===== config.mk =====
export PLATFORM = sky130hd
export DESIGN_NAME = adder_seq_ctrl
export DESIGN_NICKNAME = d
export VERILOG_FILES = /design/src/rtl/adder_seq_ctrl.sv
export SDC_FILE = /design/constraint.sdc
export NUM_CORES = 1
export LEC_CHECK = 0
export ABC_AREA = 1
export ABC_CLOCK_PERIOD_IN_PS = 1700
export CORE_ASPECT_RATIO = 0.7
export CORE_MARGIN = 1
export CORE_UTILIZATION = 40
export CTS_BUF_LIST = sky130_fd_sc_hd__clkbuf_16
export CTS_CLUSTER_DIAMETER = 50
export DETAILED_ROUTE_END_ITERATION = 16
export HOLD_SLACK_MARGIN = 0.1
export PLACE_DENSITY = 0.86
export SLEW_MARGIN = 25
export SYNTH_ARGS = -nofsm -noshare
export SYNTH_HDL_FRONTEND = slang
export SYNTH_SLANG_ARGS = --single-unit

===== constraint.sdc =====
create_clock -name ACLK -period 1.7 [get_ports ACLK]
set_input_delay 0.34 -clock ACLK [delete_from_list [all_inputs] [get_ports ACLK]]
set_output_delay 0.34 -clock ACLK [all_outputs]
set_load 0.1 [all_outputs]

===== src/rtl/adder_seq_ctrl.sv =====
// adder_seq_ctrl: AXI4-Lite master that writes an operand pair to the adder slave and reads back the sum
module adder_seq_ctrl #(
    parameter int DATA_WIDTH = 32,
    parameter int ADDR_WIDTH = 8,
    parameter logic [ADDR_WIDTH-1:0] BASE_ADDR = '0
) (
    input  logic                    ACLK,
    input  logic                    ARESETn,
    input  logic                    cmd_valid,
    output logic                    cmd_ready,
    input  logic [DATA_WIDTH-1:0]   cmd_a,
    input  logic [DATA_WIDTH-1:0]   cmd_b,
    output logic                    res_valid,
    input  logic                    res_ready,
    output logic [DATA_WIDTH-1:0]   res_data,
    output logic                    res_error,
    output logic [ADDR_WIDTH-1:0]   AWADDR,
    output logic                    AWVALID,
    input  logic                    AWREADY,
    output logic [DATA_WIDTH-1:0]   WDATA,
    output logic [DATA_WIDTH/8-1:0] WSTRB,
    output logic                    WVALID,
    input  logic                    WREADY,
    input  logic [1:0]              BRESP,
    input  logic                    BVALID,
    output logic                    BREADY,
    output logic [ADDR_WIDTH-1:0]   ARADDR,
    output logic                    ARVALID,
    input  logic                    ARREADY,
    input  logic [DATA_WIDTH-1:0]   RDATA,
    input  logic [1:0]              RRESP,
    input  logic                    RVALID,
    output logic                    RREADY
);
    typedef enum logic [2:0] {IDLE, WR_A, WR_A_RSP, WR_B, WR_B_RSP, RD_ADDR, RD_DATA, DONE} state_t;
    state_t state, state_nxt;
    logic [DATA_WIDTH-1:0] op_a, op_b;
    logic aw_done, w_done, live, wr, wr_fin, b_rsp;
    assign wr = state == WR_A || state == WR_B;
    assign b_rsp = state == WR_A_RSP || state == WR_B_RSP;
    // each write channel finishes on its own handshake; both must be done to leave the write state
    assign wr_fin = (aw_done || AWREADY) && (w_done || WREADY);
    always_ff @(posedge ACLK) begin
        if (!ARESETn) begin
            state <= IDLE;
        end else begin
            state <= state_nxt;
        end
    end
    always_comb begin
        state_nxt = state;
        case (state)
            IDLE:     state_nxt = cmd_valid && cmd_ready ? WR_A : IDLE;
            WR_A:     state_nxt = wr_fin ? WR_A_RSP : WR_A;
            WR_A_RSP: state_nxt = !BVALID ? WR_A_RSP : BRESP == 2'b00 ? WR_B : DONE;
            WR_B:     state_nxt = wr_fin ? WR_B_RSP : WR_B;
            WR_B_RSP: state_nxt = !BVALID ? WR_B_RSP : BRESP == 2'b00 ? RD_ADDR : DONE;
            RD_ADDR:  state_nxt = ARREADY ? RD_DATA : RD_ADDR;
            RD_DATA:  state_nxt = RVALID ? DONE : RD_DATA;
            DONE:     state_nxt = res_ready ? IDLE : DONE;
            default:  state_nxt = IDLE;
        endcase
    end
    always_comb begin
        cmd_ready = state == IDLE && live;
        AWVALID   = wr && !aw_done;
        WVALID    = wr && !w_done;
        AWADDR    = state == WR_A ? BASE_ADDR : state == WR_B ? BASE_ADDR + ADDR_WIDTH'(4) : '0;
        WDATA     = state == WR_A ? op_a : state == WR_B ? op_b : '0;
        WSTRB     = '1;
        BREADY    = b_rsp;
        ARVALID   = state == RD_ADDR;
        ARADDR    = state == RD_ADDR ? BASE_ADDR + ADDR_WIDTH'(8) : '0;
        RREADY    = state == RD_DATA;
        res_valid = state == DONE;
    end
    always_ff @(posedge ACLK) begin
        if (!ARESETn) begin
            live      <= 1'b0;
            op_a      <= '0;
            op_b      <= '0;
            aw_done   <= 1'b0;
            w_done    <= 1'b0;
            res_data  <= '0;
            res_error <= 1'b0;
        end else begin
            live    <= 1'b1;
            aw_done <= wr && state_nxt == state && (aw_done || AWREADY);
            w_done  <= wr && state_nxt == state && (w_done || WREADY);
            if (cmd_valid && cmd_ready) begin
                op_a <= cmd_a;
                op_b <= cmd_b;
            end
            if (state == DONE && res_ready) begin
                res_data  <= '0;
                res_error <= 1'b0;
            end else if (b_rsp && BVALID && BRESP != 2'b00) begin
                res_data  <= '0;
                res_error <= 1'b1;
            end else if (state == RD_DATA && RVALID) begin
                res_data  <= RRESP == 2'b00 ? RDATA : '0;
                res_error <= RRESP != 2'b00;
            end
        end
    end
endmodule


# == Word-level counts from Yosys, hierarchy flattened ==
# Index checks and enable logic that the tools add are counted.
# word_totals
memories,0
ramBits,0
input_bits,109
word_cells,63
reg_bits,103
latchBits,0
mem_bits_ro,0
output_inout_bits,92
# classes
order_cmp,0
bitwise_logic,1
n_reduce_logical,26
n_mux,20
multipliers,0
n_addsub,0
n_div,0
n_eq_ne,8
shift,0
# op_table
operator,count
$mux W32,3
$pmux W3 S8,1
$mux W3,6
$eq A3 B3 Y1 const B,4
$logic_and A1 B1 Y1,12
$mux W2,4
$eq A3 B2 Y1 const B,2
$reduce_bool A2 Y1,3
$mux W1,5
$logic_not A2 Y1,2
$logic_or A1 B1 Y1,4
$mux W4,1
$eq A3 B1 Y1 const B,1
$eq A3 B3 Y1,1
$logic_not A3 Y1,1
$reduce_or A3 Y1,1
$logic_not A1 Y1,2
$reduce_or A2 Y1,1
$not A1 Y1,1

# == Logic depth before layout (Yosys ltp) ==
# Gate-level depths: netlist (run 1).
# logic_depth
depth_word,8
mapped_depth,10
ltp_nobuf,9

# == Worst setup path before layout (run 1) ==
# No wires, ideal clock.
# synth_path
kind,register to output
startpoint,register state[2]
endpoint,output port WDATA[10]
stages_incl_launch_ff,8
path_buffers,2
setup_slack_ns,-1.118
arrival_ns,2.478
required_time_ns,1.360
path_cell_list,dfxtp_1 buf_2 inv_2 nand2_1 nor2_1 inv_1 buf_2 o22ai_1
# synth_via
elab_chain_cells,3
word_cells_on_any_way,4
cone_classes,eq/ne: 2; mux: 2
# synth_rtl
element,line_no,source
start: declaration,36,"state_t state, state_nxt;"
start signal: assignment,47,state <= state_nxt;
$eq A3 B2 Y1,69,WDATA = state == WR_A ? op_a : state == WR_B ? op_b : '0;
$mux W32,69,
$mux W32 *,69,
end: declaration,20,"output logic [DATA_WIDTH-1:0] WDATA,"
# Mark *: on every way between the ends. The rest lies on a longest branch, timed or not.

# == Worst setup path after layout (run 1) ==
# layout_path
startpoint,register state[2]
endpoint,output port WDATA[30]
# Same word-level chain as after synthesis.

==> results of run 1 <==
## stage by stage
step	cell area (sq um)	hold WS, ns	utilization	TNS [ns]
finish	8030	0.398	0.775	-6.88
global route	8030	0.418	0.775	-9.22
CTS	7890	0.318	0.762	-6.89
detailed placement	7400	0.503	0.714	-0.550
global placement	7400	0.489	0.714	0
floorplan	4950	0.368	-	-6.90
## cells in the mapped netlist, types with 6 or more instances
cell,n,area [sq um]
nand3_1,6,30.0
o22ai_1,32,200
buf_6,10,113
nand2_1,17,63.8
inv_1,82,308
dfxtp_1,103,2060
a21oi_1,66,330
o21ai_1,14,70.1
clkbuf_1,8,30.0
nor2_1,43,161
o21ai_0,52,260
buf_4,19,143
buf_2,20,100
a22oi_1,32,240
## report_power, final
group          switching (mW)  internal (mW)
registers              0.0607           2.58
clock network           0.943           1.01
logic                    1.13          0.687
## final timing paths
check / slack [ns] / from / cells after the start / to
worst max-delay path: -0.22 / state[2] / 7 / WDATA[30]
worst min register to register: 0.51 / op_a[1] / 2 / op_a[1]
worst max register to register: 0.05 / state[1] / 8 / res_data[6]
worst min-delay path: 0.40 / ARESETn / 3 / res_error
## registers in the layout (all words and copies together) (netlist names)
name / count
aw_done: 1
live: 1
op_a: 32
op_b: 32
res_data: 32
res_error: 1
state: 3
w_done: 1
## what timing repair did
item | 4_1_cts | 5_1_grt
setup buffers | 6 | 3
gates cloned | 3 | 4
pin swaps | 8 | 3
setup endpoints to repair | 41 | 53
endpoints found under the hold margin | 0 | 0
gates resized for setup | 25 | 8
hold buffers | 0 | 0
## cells by family after synthesis
kind of cell,Yosys count,synth area share
buffers and inverters,142,0.165
other,2,0.00176
AO/OA/AOI/OAI,198,0.262
flip-flops,103,0.482
AND/OR/NAND/NOR,80,0.0892
## final cells by class
class / count / area, sq um
fill: 635 / 2330
clock inverter: 7 / 57.6
sequential: 103 / 2070
clock buffer: 9 / 225
tap: 132 / 165
inverter: 85 / 347
multi-input combinational: 298 / 2160
antenna: 1 / 2.50
timing repair buffer: 210 / 2990
## metal layers
metal	vias to the layer above	share of wire	GRT usage
li1	2088	-	-
met5	-	0	0
met4	0	0.031	0.124
met3	38	0.060	0.0635
met1	2092	0.39	0.271
met2	173	0.52	0.463
## critical path, delay by kind of cell (launching register included)
kind,cells,cell delay (ns)
buffers and inverters,4,0.51
AND/OR/NAND/NOR,2,0.16
flip-flops,1,0.37
AO/OA/AOI/OAI,1,0.19
==> out/results.ini, run 1 <==
[yosys]
netlist-cell-type-count=27
postSynthCellCount=525
ys.flop_type=dfxtp_1
ys_warn_count=0
syn_area_sq_um=4280
async_flop_share=0
ys_seq_area_frac=0.482
syn_area_per_cell_sq_um=8.15
synth_edf_count=0
ys_seq_elements=103

[global_routing]
overflow=0
grt_first_pass_wirelength_microns=21500
grt_max_degree=100
grt_antenna_before_repair=1
grt_pass1_vias=4314
track_usage=0.249

[sta]
min_period_ns=1.92
slew_viol_final=0
rsz0062_at_grt=true
fin_skew_ns=0.00909
hold_viol_final=0
fmax_mhz=522
fin_crit_sh=1.13
postLayoutSetupSlackWorst_ns=-0.215
finalSetupViolCount=39

[min_path]
hp-class=primary input to register

[cts]
clk_latency_ns=0.35
cts_tree=built
worst_setup_hold_path_clk_slew_ns=0.07
cts_root_buf=clkbuf_16
cts_sinks=103
htree_levels=3
cts_buffer_depth=2
cts_buffers=9

[floorplanning]
die-height_microns=88.5
coreArea_sq_um=10400
rows=31
start_util=0.413
die-area_sq_um=11100
io_pins=201
fp.dieW_microns=126

[place]
numPortBuffers=182
dp_slack_ns=-0.0587
dp_cells=813
dp_hpwl_microns=10000
gp_congestion=0.878

[worst_setup_path]
path_max_fanout=6
cp.required_ns=1.36
slowest_stage=dfxtp_4
startpoint_type=register
arrival_ns=1.58
endpoint_kind=primary output
slowest_delay_ns=0.37
critPathKind=register to primary output
path_cells=inv_8 > nand2_8 > inv_8 > nand2_8 > clkbuf_16 > o22ai_4 > buf_12

[power_and_ir_drop]
ir_drop_uv=524
power_mw=6.41
power_density_nw_per_um2=799
p_leak_nw=2.95

[routing]
drc=7
drt_wl_total_microns=14600
route.antenna.remaining_nets=0
via_count=4391
routed_via_density=5.20
first_pass_iters=11
dr.first_iter.drc_count=308
wl_per_cell_microns=17.3

[final_layout]
final_cell_mix=clkdlybuf4s50_1, dfxtp_1, buf_12, inv_1, a21oi_1
area_growth_pct=87.6
drive_gt1_frac=0.254
fin_cells=845
fin_nets=816
final_common_cell=clkdlybuf4s50_1

[job]
maxCapViolations=0

[run_status]
status=finished, violations left
violations=design-rule violations, negative setup slack

Power figures use the tool's default switching activity.
==> run 2: changes to the inputs <==
DONT_BUFFER_PORTS = 1   (was unset)
PLACE_DENSITY = 0.62   (was 0.86)
==> out/results.ini, run 2 (synthesis results as in run 1) <==
[run_status]
status=finished, violations left
violations=design-rule violations, negative setup slack

[final_layout]
fin_nets=710  ; -13%
fin_cells=738  ; -13%
final_common_cell=dfxtp_1
drive_gt1_frac=0.302  ; +0.0478
num_antenna_cells=0  ; -1
area_growth_pct=54.1
fin_util=0.636  ; -0.139
final_cell_mix=dfxtp_1, inv_1, a21oi_1, o21ai_0, buf_12
largestRegisters=op_a: 32 flops, op_b: 32 flops, res_data: 32 flops

[cts]
cts_tree=built
cts_buffer_depth=2  ; unchanged
htree_levels=3  ; unchanged
cts_buffers=9  ; unchanged
cts_sinks=103  ; unchanged
cts_root_buf=clkbuf_16
worst_setup_hold_path_clk_slew_ns=0.07  ; about the same
clk_latency_ns=0.34  ; about the same

[min_path]
hp-class=primary input to register
min_path_cells=2  ; -1

[sta]
fin_skew_ns=0.00534  ; -0.00374 ns
fin_crit_sh=1.13  ; +0.00795
rsz0062_at_grt=true
fmax_mhz=519  ; -0.70%
min_period_ns=1.93  ; +0.0135 ns
slew_viol_final=0  ; unchanged
postLayoutSetupSlackWorst_ns=-0.229  ; -0.0135 ns
hold_viol_final=0  ; unchanged
finalSetupViolCount=36  ; -7.7%

[job]
maxCapViolations=0  ; unchanged

[worst_setup_path]
cp.depth=7  ; unchanged
arrival_ns=1.59  ; about the same
crit_path_frequent_cell=nand2_8
rrSetupSlack_ns=0.09  ; +0.04 ns
ff2ff_path_depth=10  ; +2
startpoint_type=register
crit_family=buffers and inverters
slowest_stage=dfxtp_4
slowest_delay_ns=0.37  ; about the same
cp_num_buf_inv=4  ; unchanged
path_cells=inv_8 > nand2_8 > inv_6 > nand2_8 > buf_16 > o22ai_4 > buf_12
critPathKind=register to primary output
path_max_fanout=6  ; unchanged
endpoint_kind=primary output
cp.required_ns=1.36  ; about the same

[global_routing]
track_usage=0.209  ; -0.0407
grt_antenna_before_repair=0  ; -1
grt_pass1_vias=3549  ; -18%
grt_max_degree=130  ; +30%
overflow=0  ; unchanged
grt_first_pass_wirelength_microns=18000  ; -16%

[floorplanning]
start_util=0.413  ; unchanged
die-area_sq_um=11100  ; unchanged
io_pins=201  ; unchanged
rows=31  ; unchanged
fp.dieW_microns=126  ; unchanged
die-height_microns=88.5  ; unchanged
coreArea_sq_um=10400  ; unchanged

[place]
dp_cells=703  ; -14%
numPortBuffers=0  ; -100%
gp_congestion=0.797  ; -9.2%
dp_hpwl_microns=8050  ; -20%
dp_slack_ns=0.0336  ; +0.0923 ns

[power_and_ir_drop]
internal-power_mw=4.36  ; +1.9%
p_leak_nw=2.46  ; -16%
seq_power_share=0.414  ; +0.003
ir_drop_uv=600  ; +15%
clkPwrFrac=0.345  ; +0.040
switching_power_mw=2.01  ; -6.0%
comb_power_share=0.242  ; -0.042
power_density_nw_per_um2=966  ; +21%
swShare=0.315  ; -0.0176

[routing]
dr.first_iter.drc_count=185  ; -40%
drt_wl_total_microns=12400  ; -16%
routed_via_density=5.19  ; -0.16%
route.antenna.remaining_nets=0  ; unchanged
first_pass_iters=11  ; unchanged
drc=8  ; +1
via_count=3829  ; -13%
wl_per_cell_microns=16.7  ; -3.4%

run 2: cell types whose count changed in the layout (fill, tap and decap cells not counted), sizes merged:
cell	before	now
clkinvlp	1	0
buf	101	102
clkbuf	11	12
clkdlybuf4s50	107	0
dlygate4sd3	0	1
bufinv	0	2
nand2	21	19
diode	1	0
clkinv	3	2
run 2: final cells by class:
| class | instances | area, sq um |
|---|---|---|
| repair buffers | 106 | 1550 |
| flip-flops and latches | 103 | 2070 |
| clock inverters | 7 | 95.1 |
| well taps | 132 | 165 |
| multi-input cells | 296 | 2140 |
| fillers | 866 | 3770 |
| clock buffers | 9 | 225 |
| inverters | 85 | 344 |
run 2: worst paths after layout:
check,start,endpoint
worst max register to register,state[2],state[0]
worst min register to register,op_b[24],op_b[24]
worst max-delay path,state[2],WDATA[3]
worst min-delay path,ARESETn,state[2]
run 2: worst register-to-register path: stages, from the launching register on:
cell and delay [ns]:
dfxtp_4 0.37, buf_4 0.14, buf_8 0.14, buf_4 0.14, nand4_4 0.12, buf_4 0.17, nand2_1 0.09, nor2_1 0.16
nand3_1 0.09, nand2_1 0.07, inv_1 0.03
run 2: stage by stage:
step | power [mW] | instance area [sq um] | TNS, ns | hold WS [ns]
finish | 6.36 | 6590 | -6.83 | 0.141
global route | 6.63 | 6590 | -9.04 | 0.123
CTS | 6.36 | 6390 | -6.99 | 0.119
detailed placement | 4.09 | 5870 | 0 | 0.375
global placement | 4.05 | 5870 | 0 | 0.375
floorplan | 3.86 | 4950 | -6.90 | 0.368
run 2: metal layers:
metal | GRT usage | wire, microns | part of all wire | vias up
met3 | 0.0617 | 692 | 0.056 | 9
met2 | 0.332 | 5990 | 0.48 | 121
met1 | 0.270 | 5550 | 0.45 | 1829
met4 | 0.0787 | 118 | 0.0096 | 0
li1 | - | - | - | 1870
met5 | 0 | 0 | 0 | -
run 2: timing repair:
| item | in CTS | in global routing |
|---|---|---|
| gates resized for setup | 21 | 13 |
| pin swaps | 7 | 3 |
| hold buffers | 1 | 0 |
| endpoints found under the hold margin | 2 | 0 |
| gates cloned | 2 | 3 |
| endpoints found under the setup margin | 39 | 85 |
| setup buffers | 7 | 7 |
run 2: power groups by stage:
stage                     Clock, mW  Combinational (mW)  Sequential (mW)
final                          2.20                1.54             2.63
after floorplan                   0                1.18             2.68
after global routing           2.36                1.62             2.65
after global placement            0                1.37             2.68
after CTS                      2.25                1.48             2.63
after detailed placement          0                1.40             2.69
